`src/rtl/strobe_meter_pkg.sv`:
```
`default_nettype none
// ============================================================================
//  Module   : strobe_meter_pkg
//  Purpose  : Shared FSM state type and default sizing for strobe_period_meter
//  Revision : 1.0
// ============================================================================
package strobe_meter_pkg;

    localparam int DEF_CNT_W    = 8;
    localparam int DEF_LOCK_CNT = 3;
    localparam int MATCH_W      = 4;

    typedef enum logic [1:0] {
        IDLE   = 2'd0,
        TRACK  = 2'd1,
        LOCKED = 2'd2
    } state_t;

endpackage
`default_nettype wire

```
`src/rtl/strobe_edge_det.sv`:
```
`default_nettype none
// ============================================================================
//  Module   : strobe_edge_det
//  Purpose  : Converts strobe_in into a one-cycle pulse on its rising edge
//  Revision : 1.0
// ============================================================================
module strobe_edge_det (
    input  logic clk_in,
    input  logic reset,
    input  logic strobe_in,
    output logic strobe_pulse
);

    logic strobe_d;
    logic strobe_q;

    always_comb begin
        strobe_d = strobe_in;
    end

    always_ff @(posedge clk_in or posedge reset) begin
        if (reset) begin
            strobe_q <= 1'b0;
        end else begin
            strobe_q <= strobe_d;
        end
    end

    assign strobe_pulse = strobe_in & ~strobe_q;

endmodule
`default_nettype wire

```
`src/rtl/strobe_period_meter.sv`:
```
`default_nettype none
// ============================================================================
//  Module   : strobe_period_meter
//  Purpose  : Measures strobe period in clk_in cycles, flags lock and timeout.
//             STROBE_METER_EDGE_EN: only rising edges of strobe_in count.
//  Revision : 1.0
// ============================================================================
module strobe_period_meter
    import strobe_meter_pkg::*;
#(
    parameter int CNT_W    = DEF_CNT_W,
    parameter int LOCK_CNT = DEF_LOCK_CNT
) (
    input  logic             clk_in,
    input  logic             reset,
    input  logic             strobe_in,
    output logic [CNT_W-1:0] period_out,
    output logic             period_valid,
    output logic             locked,
    output logic             timeout
);

    localparam logic [CNT_W-1:0]   CNT_MAX  = '1;
    localparam logic [MATCH_W-1:0] LOCK_TGT = MATCH_W'(LOCK_CNT);

    logic strobe_hit;

`ifdef STROBE_METER_EDGE_EN
    strobe_edge_det u_edge_det (
        .clk_in       (clk_in),
        .reset        (reset),
        .strobe_in    (strobe_in),
        .strobe_pulse (strobe_hit)
    );
`else
    assign strobe_hit = strobe_in;
`endif

    state_t             state_d,  state_q;
    logic [CNT_W-1:0]   cnt_d,    cnt_q;
    logic [MATCH_W-1:0] match_d,  match_q;
    logic [CNT_W-1:0]   period_d, period_q;
    logic               valid_d,  valid_q;
    logic               locked_d, locked_q;
    logic               timeout_d, timeout_q;
    logic [CNT_W-1:0]   meas;

    // A period of 2^CNT_W wraps to 0 here by construction.
    assign meas = cnt_q + 1'b1;

    always_comb begin
        state_d   = state_q;
        cnt_d     = meas;
        match_d   = match_q;
        period_d  = period_q;
        valid_d   = 1'b0;
        locked_d  = locked_q;
        timeout_d = 1'b0;

        if (strobe_hit) begin
            cnt_d = '0;
            if (state_q == IDLE) begin
                state_d = TRACK;
                match_d = '0;
            end else begin
                valid_d  = 1'b1;
                period_d = meas;
                if (meas != period_q) begin
                    match_d = MATCH_W'(1);
                end else if (match_q != LOCK_TGT) begin
                    match_d = match_q + 1'b1;
                end
                if (match_d == LOCK_TGT) begin
                    state_d  = LOCKED;
                    locked_d = 1'b1;
                end else begin
                    state_d  = TRACK;
                    locked_d = 1'b0;
                end
            end
        end else if ((cnt_q == CNT_MAX) && (state_q != IDLE)) begin
            // No strobe in the longest measurable window: drop the reference.
            timeout_d = 1'b1;
            state_d   = IDLE;
            locked_d  = 1'b0;
            cnt_d     = '0;
            match_d   = '0;
        end
    end

    always_ff @(posedge clk_in or posedge reset) begin
        if (reset) begin
            state_q   <= IDLE;
            cnt_q     <= '0;
            match_q   <= '0;
            period_q  <= '0;
            valid_q   <= 1'b0;
            locked_q  <= 1'b0;
            timeout_q <= 1'b0;
        end else begin
            state_q   <= state_d;
            cnt_q     <= cnt_d;
            match_q   <= match_d;
            period_q  <= period_d;
            valid_q   <= valid_d;
            locked_q  <= locked_d;
            timeout_q <= timeout_d;
        end
    end

    assign period_out   = period_q;
    assign period_valid = valid_q;
    assign locked       = locked_q;
    assign timeout      = timeout_q;

endmodule
`default_nettype wire

```
`config.mk`:
```
export PLATFORM = sky130hd
export DESIGN_NAME = strobe_period_meter
export DESIGN_NICKNAME = d
export VERILOG_FILES = /design/src/rtl/strobe_meter_pkg.sv /design/src/rtl/strobe_edge_det.sv /design/src/rtl/strobe_period_meter.sv
export SDC_FILE = /design/constraint.sdc
export NUM_CORES = 1
export LEC_CHECK = 0
export BUFFER_PORTS_ARGS = -buffer_cell sky130_fd_sc_hd__buf_2
export CAP_MARGIN = 40
export CORE_MARGIN = 2
export CORE_UTILIZATION = 40
export DETAILED_ROUTE_END_ITERATION = 8
export PLACE_DENSITY = 0.66
export SYNTH_ARGS = -nofsm -noshare
export SYNTH_HDL_FRONTEND = slang
export SYNTH_SLANG_ARGS = --single-unit
```
`constraint.sdc`:
```
create_clock -name clk_in -period 2.67 [get_ports clk_in]
set_clock_uncertainty 0.1 [all_clocks]
set_input_delay 0.4005 -clock clk_in [delete_from_list [all_inputs] [get_ports clk_in]]
set_output_delay 0.4005 -clock clk_in [all_outputs]
set_load 0.01 [all_outputs]
```
==> results of run 1 <==
[worst max path at each step]
stage | endpoint | slack [ns]
after global placement | state_q[0] | 0.49
after floorplan | state_q[0] | 0.67
after detailed placement | state_q[0] | 0.46
after CTS | state_q[0] | 0.42
after global routing | match_q[2] | 0.25
final | state_q[0] | 0.41
[stage by stage]
stage,power [mW],setup slack [ns],std cells
final,0.781,0.409,204
after CTS,0.796,0.422,204
after floorplan,0.570,0.671,143
after detailed placement,0.622,0.461,200
after global placement,0.614,0.490,199
after global routing,0.830,0.246,204
[report_power, final]
part	leakage (nW)	internal [mW]	switching [mW]
clock network	0.0150	0.0583	0.109
registers	0.336	0.405	0.0289
logic	0.343	0.0768	0.103
total	0.694	0.540	0.241
[cells in the final DEF (no fill, tap or decap), drive strengths merged]
cell type and instances:
xnor2 6, o22ai 1, nor4b 1, mux2i 1
a41oi 1, o311ai 1, xor2 7, nand3 8
o2bb2ai 1, nor3b 2, o2111a 1, o2111ai 2
a21o 2, and2 4, or3b 1, nor2 13
ha 2, nor3 2, inv 3, o32ai 1
dfrtp 25, mux2 1, nand2 22, and4 1
clkbuf 4, or2 1, nand4 4, o21ai 13
nor4 1, or4b 1, a21oi 5, buf 15
and3 3, nand2b 2
[final cells by class]
type                       instances  area, um^2  share of cell area
multi-input combinational        111         709               0.467
sequential                        25         626               0.412
timing repair buffer              15        87.6              0.0577
tap                               46        57.6              0.0379
clock buffer                       4        26.3              0.0173
inverter                           3        11.3             0.00742
[kinds of logic after synthesis]
family | Yosys count
and+or+nand+nor | 66
muxes | 2
DFF | 25
adders and majority gates | 2
xor gates and xnor gates | 13
AOI/OAI and AO/OA | 28
buffers and inverters | 7
[per-layer routing]
| layer | vias up | share of wire | GRT usage | wire (um) |
|---|---|---|---|---|
| li1 | 536 | - | - | - |
| met1 | 515 | 0.46 | 0.203 | 1300 |
| met2 | 20 | 0.50 | 0.269 | 1410 |
| met3 | 2 | 0.026 | 0.0216 | 74 |
| met4 | 0 | 0.0068 | 0.0583 | 19 |
| met5 | - | 0 | 0 | 0 |
[synthesized netlist by cell type (2+ instances only)]
cell type	number
nand3_1	8
nor3_1	2
dfrtp_1	25
o21ai_1	4
ha_1	2
o2111ai_1	2
nor2_1	13
nand4_1	3
xor2_1	7
inv_1	3
nand2b_1	2
xnor2_1	6
a21oi_1	5
nand2_1	22
clkbuf_1	2
and2_1	3
o21ai_0	9
and3_4	2
[registers in the layout (all words and copies together), names as in the netlist]
signal,cells
match_q,4
period_valid,1
locked,1
state_q,2
period_out,8
cnt_q,8
timeout,1
==> metrics.txt, run 1 <==
status finished clean; DRC Markers 0; Worst setup SP type register; clock period minus worst slack 2.26 ns; Slew HR 0.630; clock-pin transition on the worst setup and hold timing paths about 0.13 ns; Post-Synthesis Cells 143; Power Density 515 nW/um^2; sequential area share after synthesis 0.459; Resize count post-CTS 0; # rows 21; Slew @ Worst Pin 0.555 ns; All-Layer GR Usage 0.157; post-DR wirelength/cell 13.7 um; layout cell share with drive strength beyond 1 0.184; Hold Crit Class in2async; CP cell instances ha_1 > and3_4 > xnor2_1 > xor2_1 > o2111a_1 > nand4_1 > a21o_1; # Post-CTS Setup Buffers 0; top_reg_cell synth dfrtp_1; clk sink count 25; largest cells by area after synthesis dfrtp_1, nand2_1, xor2_1; routability cong. between 0.8 and 0.9; Slew Viols, Final 0; CTS H-tree lvls 1; Crit. End Element register; Worst path depth 7; setup tns final 0 ns; routed vias 1073; Worst Path Required 2.79 ns; RSZ-0062 raised after global routing false; MaxCap Viol Count 0; GR Overflow Total 0; Slowest Stage Delay on Critical Path 0.47 ns; Port Buf Inserts 13; Critical Path Slowest Stage Cell dfrtp_1; largest family of logic cells by synthesized area simple AND/OR/NAND/NOR gates; Yosys top cell area share 0.459; area leader, netlist dfrtp_1; fmax between 400 and 500 MHz; largest net degree at the start of global routing 19; crit path max fanout 7; io pins 14; post-synthesis mux area share 0.0156; crit path buf inv count 0; starting density of the core 0.412; Worst R2R Setup Slack 0.41 ns; routed wire length 2800 um; Distinct cells, synth 41; Core ar. 3310 um^2; worst setup path start cnt_q[0]; n_diodes 0; Synthesis Warnings 0; clock latency on the worst-skew pair 0.31 ns; Chip Height 62.4 um; worst reg2reg startpoint cnt_q[0]; Post-Synth Adder-Cell Area 0.0183; Routed Antenna Nets 0; R2R Path End state_q[0]; Final Setup Violations 0; syn_area_per_cell 9.54 um^2; total iterations of the first detailed-routing run 4; Post-synth EDFFs 0; compound-cell area share of the yosys netlist 0.135; reg2reg path depth 7; Hold WS a little over 0.01 ns; Leak about 0.69 nW; hpwl dp 2080 um; first-pass GRT wire length 4890 um; Post-Synthesis Net Count ~150; initial antenna violation count 0; final instance area 1520 um^2; nets 164; Util after Layout 0.458; Final period util 0.847; vias in the first global route 1046; Async S/R FF share, synth 1.00; total CTS buffers 3; vias per inst 5.26; flops & latches, synth 25; Die W 62.4 um; CTS tree yes; synth-to-layout area growth 11.3%; CP Class reg2reg; Top Family by Delay on Critical Path compound AO/OA/AOI/OAI gates; root buf cell clkbuf_4; clk buf depth 2; Simple-Gate Fraction of Synth Area 0.268; Placed Area ~1500 um^2; Final Hold Viols 0; die area 3890 um^2; Mapped Area between 1000 and 1500 um^2; synthesized-area fraction occupied by xor and xnor cells 0.0835; initial DRC count 48; cts hold-fix bufs 0; crit path DAT 2.38 ns; Peak VDD IR between 0.00015 and 0.0002 V; fillers approximately 330
Note: power is estimated with default switching activity, not from simulation.
==> run 2, diff against run 1 <==
--- a/config.mk
+++ b/config.mk
@@ -10,7 +10,7 @@
 export CORE_MARGIN = 2
 export CORE_UTILIZATION = 40
 export DETAILED_ROUTE_END_ITERATION = 8
-export PLACE_DENSITY = 0.66
+export PLACE_DENSITY = 0.68
 export SYNTH_ARGS = -nofsm -noshare
 export SYNTH_HDL_FRONTEND = slang
 export SYNTH_SLANG_ARGS = --single-unit
==> constraint.sdc (replaced) <==
create_clock -name clk_in -period 2 [get_ports clk_in]
set_clock_uncertainty 0.1 [all_clocks]
set_input_delay 0.3 -clock clk_in [delete_from_list [all_inputs] [get_ports clk_in]]
set_output_delay 0.3 -clock clk_in [all_outputs]
set_load 0.01 [all_outputs]
==> metrics.txt, run 2 (same netlist as run 1, synthesis figures left out) <==
# rows 21; RSZ-0062 raised after global routing true; largest net degree at the start of global routing 26; MaxCap Viol Count 0; pre-CTS setup slack -0.154 ns; layout cell share with drive strength beyond 1 0.349; fmax 511 MHz; Layout Cells excl Fill 221; total power ~1.2 mW; Hold WS between 0.1 and 0.15 ns; hold depth 2; Port Buf Inserts 13; CTS tree yes; Worst R2R Setup Slack approximately 0.042 ns; Leak 0.778 nW; crit path DAT 2.11 ns; most used cell, CP and3_4; vias per inst about 5.3; root buf cell clkbuf_4; Top Family by Delay on Critical Path simple AND/OR/NAND/NOR gates; total CTS buffers 3; CTS H-tree lvls 1; Final Hold Viols 0; Chip Height 62.4 um; routability cong. 0.963; R2R Path End state_q[0]; Hold Crit Class in2reg; Reg area about 630 um^2; synth-to-layout area growth 30.6%; clock period minus worst slack between 1.5 and 2 ns; clock latency on the worst-skew pair 0.33 ns; status finished clean; GR Overflow Total 0; commonest non-fill, non-tap cell in the layout dfrtp_1; Worst Path Required between 2 and 2.5 ns; worst reg2reg startpoint cnt_q[1]; n_diodes 0; clock-pin transition on the worst setup and hold timing paths approximately 0.15 ns; vias in the first global route 1200; DRC Markers 0; All-Layer GR Usage 0.177; clk buf depth 2; Slew @ Worst Pin 0.428 ns; initial antenna violation count 0; io pins 14; worst setup margin 0.0422 ns; Util after Layout 0.538; Power Density 686 nW/um^2; die area 3890 um^2; Die W 62.4 um; Final period util 0.979; placed cell count 211; CP cell instances ha_4 > and3_4 > and3_4 > nor3b_2 > nor4_4 > buf_4 > nand4_1 > a21o_1; Worst setup SP type register; fillers 317; routed vias 1180; starting density of the core 0.412; Placed Area 1570 um^2; CP Class reg2reg; Slowest Stage Delay on Critical Path 0.45 ns; initial DRC count about 110; Routed Antenna Nets 0; Core ar. about 3300 um^2; multi-input logic area ~840 um^2; origin of the worst min-delay path strobe_in; Slew Viols, Final 0; crit path max fanout 5; first-pass GRT wire length 5490 um; hpwl dp about 2300 um; setup tns final 0 ns; total iterations of the first detailed-routing run 4; Final Setup Violations 0; routed wire length 3280 um; final instance area 1780 um^2; Slew HR 0.714; reg2reg path depth 8; post-DR wirelength/cell 14.9 um; clk sink count 25; Critical Path Slowest Stage Cell dfrtp_1; nets 181; crit path buf inv count 1; Crit. End Element register; most frequent cells in the layout dfrtp_1, nand2_1, buf_4, buf_2, nor2_1; Hold EP cnt_q[6]; Peak VDD IR roughly 0.00029 V
## run 2: changes by cell type in the layout (fill, tap and decap cells not counted), sizes merged
cell	previous run	this run
clkinvlp	0	1
dlygate4sd3	0	1
buf	15	31
clkbuf	4	3
## run 2: worst max-delay path by stage
stage	from	to	slack [ns]	depth (start not counted)
2_1_floorplan	cnt_q[0]	state_q[0]	0.0009	7
3_3_place_gp	cnt_q[0]	state_q[0]	-0.04	6
3_5_place_dp	cnt_q[0]	match_q[0]	-0.15	6
4_1_cts	match_q[0]	state_q[0]	0.0006	7
5_1_grt	match_q[0]	state_q[0]	-0.05	7
6_report	cnt_q[1]	state_q[0]	0.04	8
## run 2: what timing repair did
item	4_1_cts	5_1_grt
endpoints found under the hold margin	25	0
setup buffers	1	4
pin swaps	5	17
hold buffers	1	0
gates cloned	0	0
resized for setup	6	18
setup endpoints to repair	7	7
## run 2: cell type report
class,instances,share of cell area
multi-input combinational,111,0.471
sequential,25,0.351
timing repair buffer,32,0.122
tap,46,0.0323
clock buffer,3,0.0126
inverter,3,0.00632
clock inverter,1,0.00422
## run 2: power breakdown
part	switching, mW	internal [mW]
sequential	0.0379	0.541
combinational	0.196	0.202
clock	0.168	0.0767
total	0.402	0.820
## run 2: layer usage
metal	vias to the layer above	track usage	routed length [um]
met5	-	0	0
li1	567	-	-
met4	0	0.0750	56
met1	580	0.209	1360
met3	7	0.0288	104
met2	26	0.318	1770
==> run 3, diff against run 2 <==
--- a/config.mk
+++ b/config.mk
@@ -8,9 +8,9 @@
 export BUFFER_PORTS_ARGS = -buffer_cell sky130_fd_sc_hd__buf_2
 export CAP_MARGIN = 40
 export CORE_MARGIN = 2
-export CORE_UTILIZATION = 40
+export CORE_UTILIZATION = 50
 export DETAILED_ROUTE_END_ITERATION = 8
-export PLACE_DENSITY = 0.68
+export PLACE_DENSITY = 0.8
 export SYNTH_ARGS = -nofsm -noshare
 export SYNTH_HDL_FRONTEND = slang
 export SYNTH_SLANG_ARGS = --single-unit
==> constraint.sdc (replaced) <==
create_clock -name clk_in -period 2 [get_ports clk_in]
set_clock_uncertainty 0.1 [all_clocks]
set_input_delay 0.6 -clock clk_in [delete_from_list [all_inputs] [get_ports clk_in]]
set_output_delay 0.6 -clock clk_in [all_outputs]
set_load 0.01 [all_outputs]
==> metrics.txt, run 3 (same netlist as run 1, synthesis figures left out) <==
status finished clean; vias in the first global route approximately 1100; Final Hold Viols 0; Slew Viols, Final 0; most frequent cells in the layout dfrtp_1, nand2_1, buf_4, nor2_1, buf_2; setup tns final 0 ns; largest net degree at the start of global routing 26; worst setup margin 0.0623 ns; # rows 18; Port Buf Inserts 13; routed vias about 1200; root buf cell clkbuf_4; Hold WS between 0.2 and 0.25 ns; DRC Markers 0; CTS H-tree lvls 1; cts hold-fix bufs 0; Final Setup Violations 0; layout cell share with drive strength beyond 1 0.326; nets ~180; starting density of the core 0.541; placed cell count 196; Chip Height about 56 um; hpwl dp 2170 um; clock period minus worst slack 1.94 ns; total CTS buffers 3; Slew HR 0.683; crit path DAT between 2 and 2.5 ns; initial DRC count 36; vias per inst 5.70; crit path max fanout 5; clock-pin transition on the worst setup and hold timing paths 0.13 ns; Worst Path Required 2.10 ns; fillers 201; Slew @ Worst Pin about 0.47 ns; fmax 516 MHz; Routed Antenna Nets 0; routed wire length 3000 um; clock latency on the worst-skew pair 0.30 ns; die area around 3200 um^2; MaxCap Viol Count 0; total power approximately 1.1 mW; GR Overflow Total 0; commonest non-fill, non-tap cell in the layout dfrtp_1; All-Layer GR Usage 0.190; io pins 14; first-pass GRT wire length 4830 um; Power Density 671 nW/um^2; post-DR wirelength/cell about 15 um; initial antenna violation count 0; pre-CTS setup slack -0.0491 ns; routability cong. 0.805; Final period util 0.969; synth-to-layout area growth 24.5%; CTS tree yes; RSZ-0062 raised after global routing true; Hold Crit Class in2async; Crit. End Element register; Leak 0.788 nW; Die W ~56 um; Peak VDD IR 0.000487 V; clk sink count 25; total iterations of the first detailed-routing run 4; CP Class reg2reg; clk buf depth 2; Layout Cells excl Fill 205; n_diodes 0; Core ar. roughly 2500 um^2; Worst setup SP type register
==> run 3: cell type report <==
cell class	count	area [um^2]	share of cell area
Timing Repair Buffer	32	211	0.125
Tap cell	30	37.5	0.0221
Clock buffer	4	26.3	0.0155
Multi-Input combinational cell	111	785	0.462
Inverter	3	11.3	0.00663
Sequential cell	25	627	0.369
==> run 3: power breakdown <==
part	switching (mW)	leakage [nW]	total, mW	internal [mW]
Clock	0.139	0.0150	0.217	0.0777
Combinational	0.176	0.439	0.348	0.172
Sequential	0.0330	0.334	0.574	0.541
==> run 3: what timing repair did <==
item	4_1_cts	5_1_grt
setup buffers	2	3
endpoints found under the setup margin	6	7
pin swaps	7	4
resized for setup	4	11
endpoints found under the hold margin	0	0
==> run 3: critical path, cell delays in order, from the launching register on <==
cell	delay, ns
dfrtp_1	0.42
nand3_1	0.15
or4b_1	0.49
a21oi_1	0.23
nor4_4	0.07
buf_4	0.16
nand4_1	0.13
o21ai_1	0.09
==> run 3: per-stage QoR <==
stage               cell area [um^2]  utilization
global placement                1550        0.616
floorplan                       1360            -
finish                          1700        0.673
global route                    1700        0.673
detailed placement              1550        0.616
CTS                             1610        0.638
==> run 3: worst paths after layout <==
kind                                from  slack [ns]  depth (start not counted)       endpoint
setup reg to reg                cnt_q[6]        0.06                          7     match_q[1]
setup / recovery                cnt_q[6]        0.06                          7     match_q[1]
max in group asynchronous          reset        1.34                          3       cnt_q[3]
min in group clk_in            strobe_in        0.43                          2       cnt_q[6]
hold / removal                     reset        0.21                          3  period_out[0]
hold reg to reg            period_out[0]        0.44                          2  period_out[0]
==> run 3: per-layer routing <==
metal	global-route usage	vias to the layer above	wire, um
met2	0.341	18	1600
met4	0.0476	0	15
li1	-	568	-
met1	0.243	581	1310
met3	0.0209	2	79
met5	0	-	0
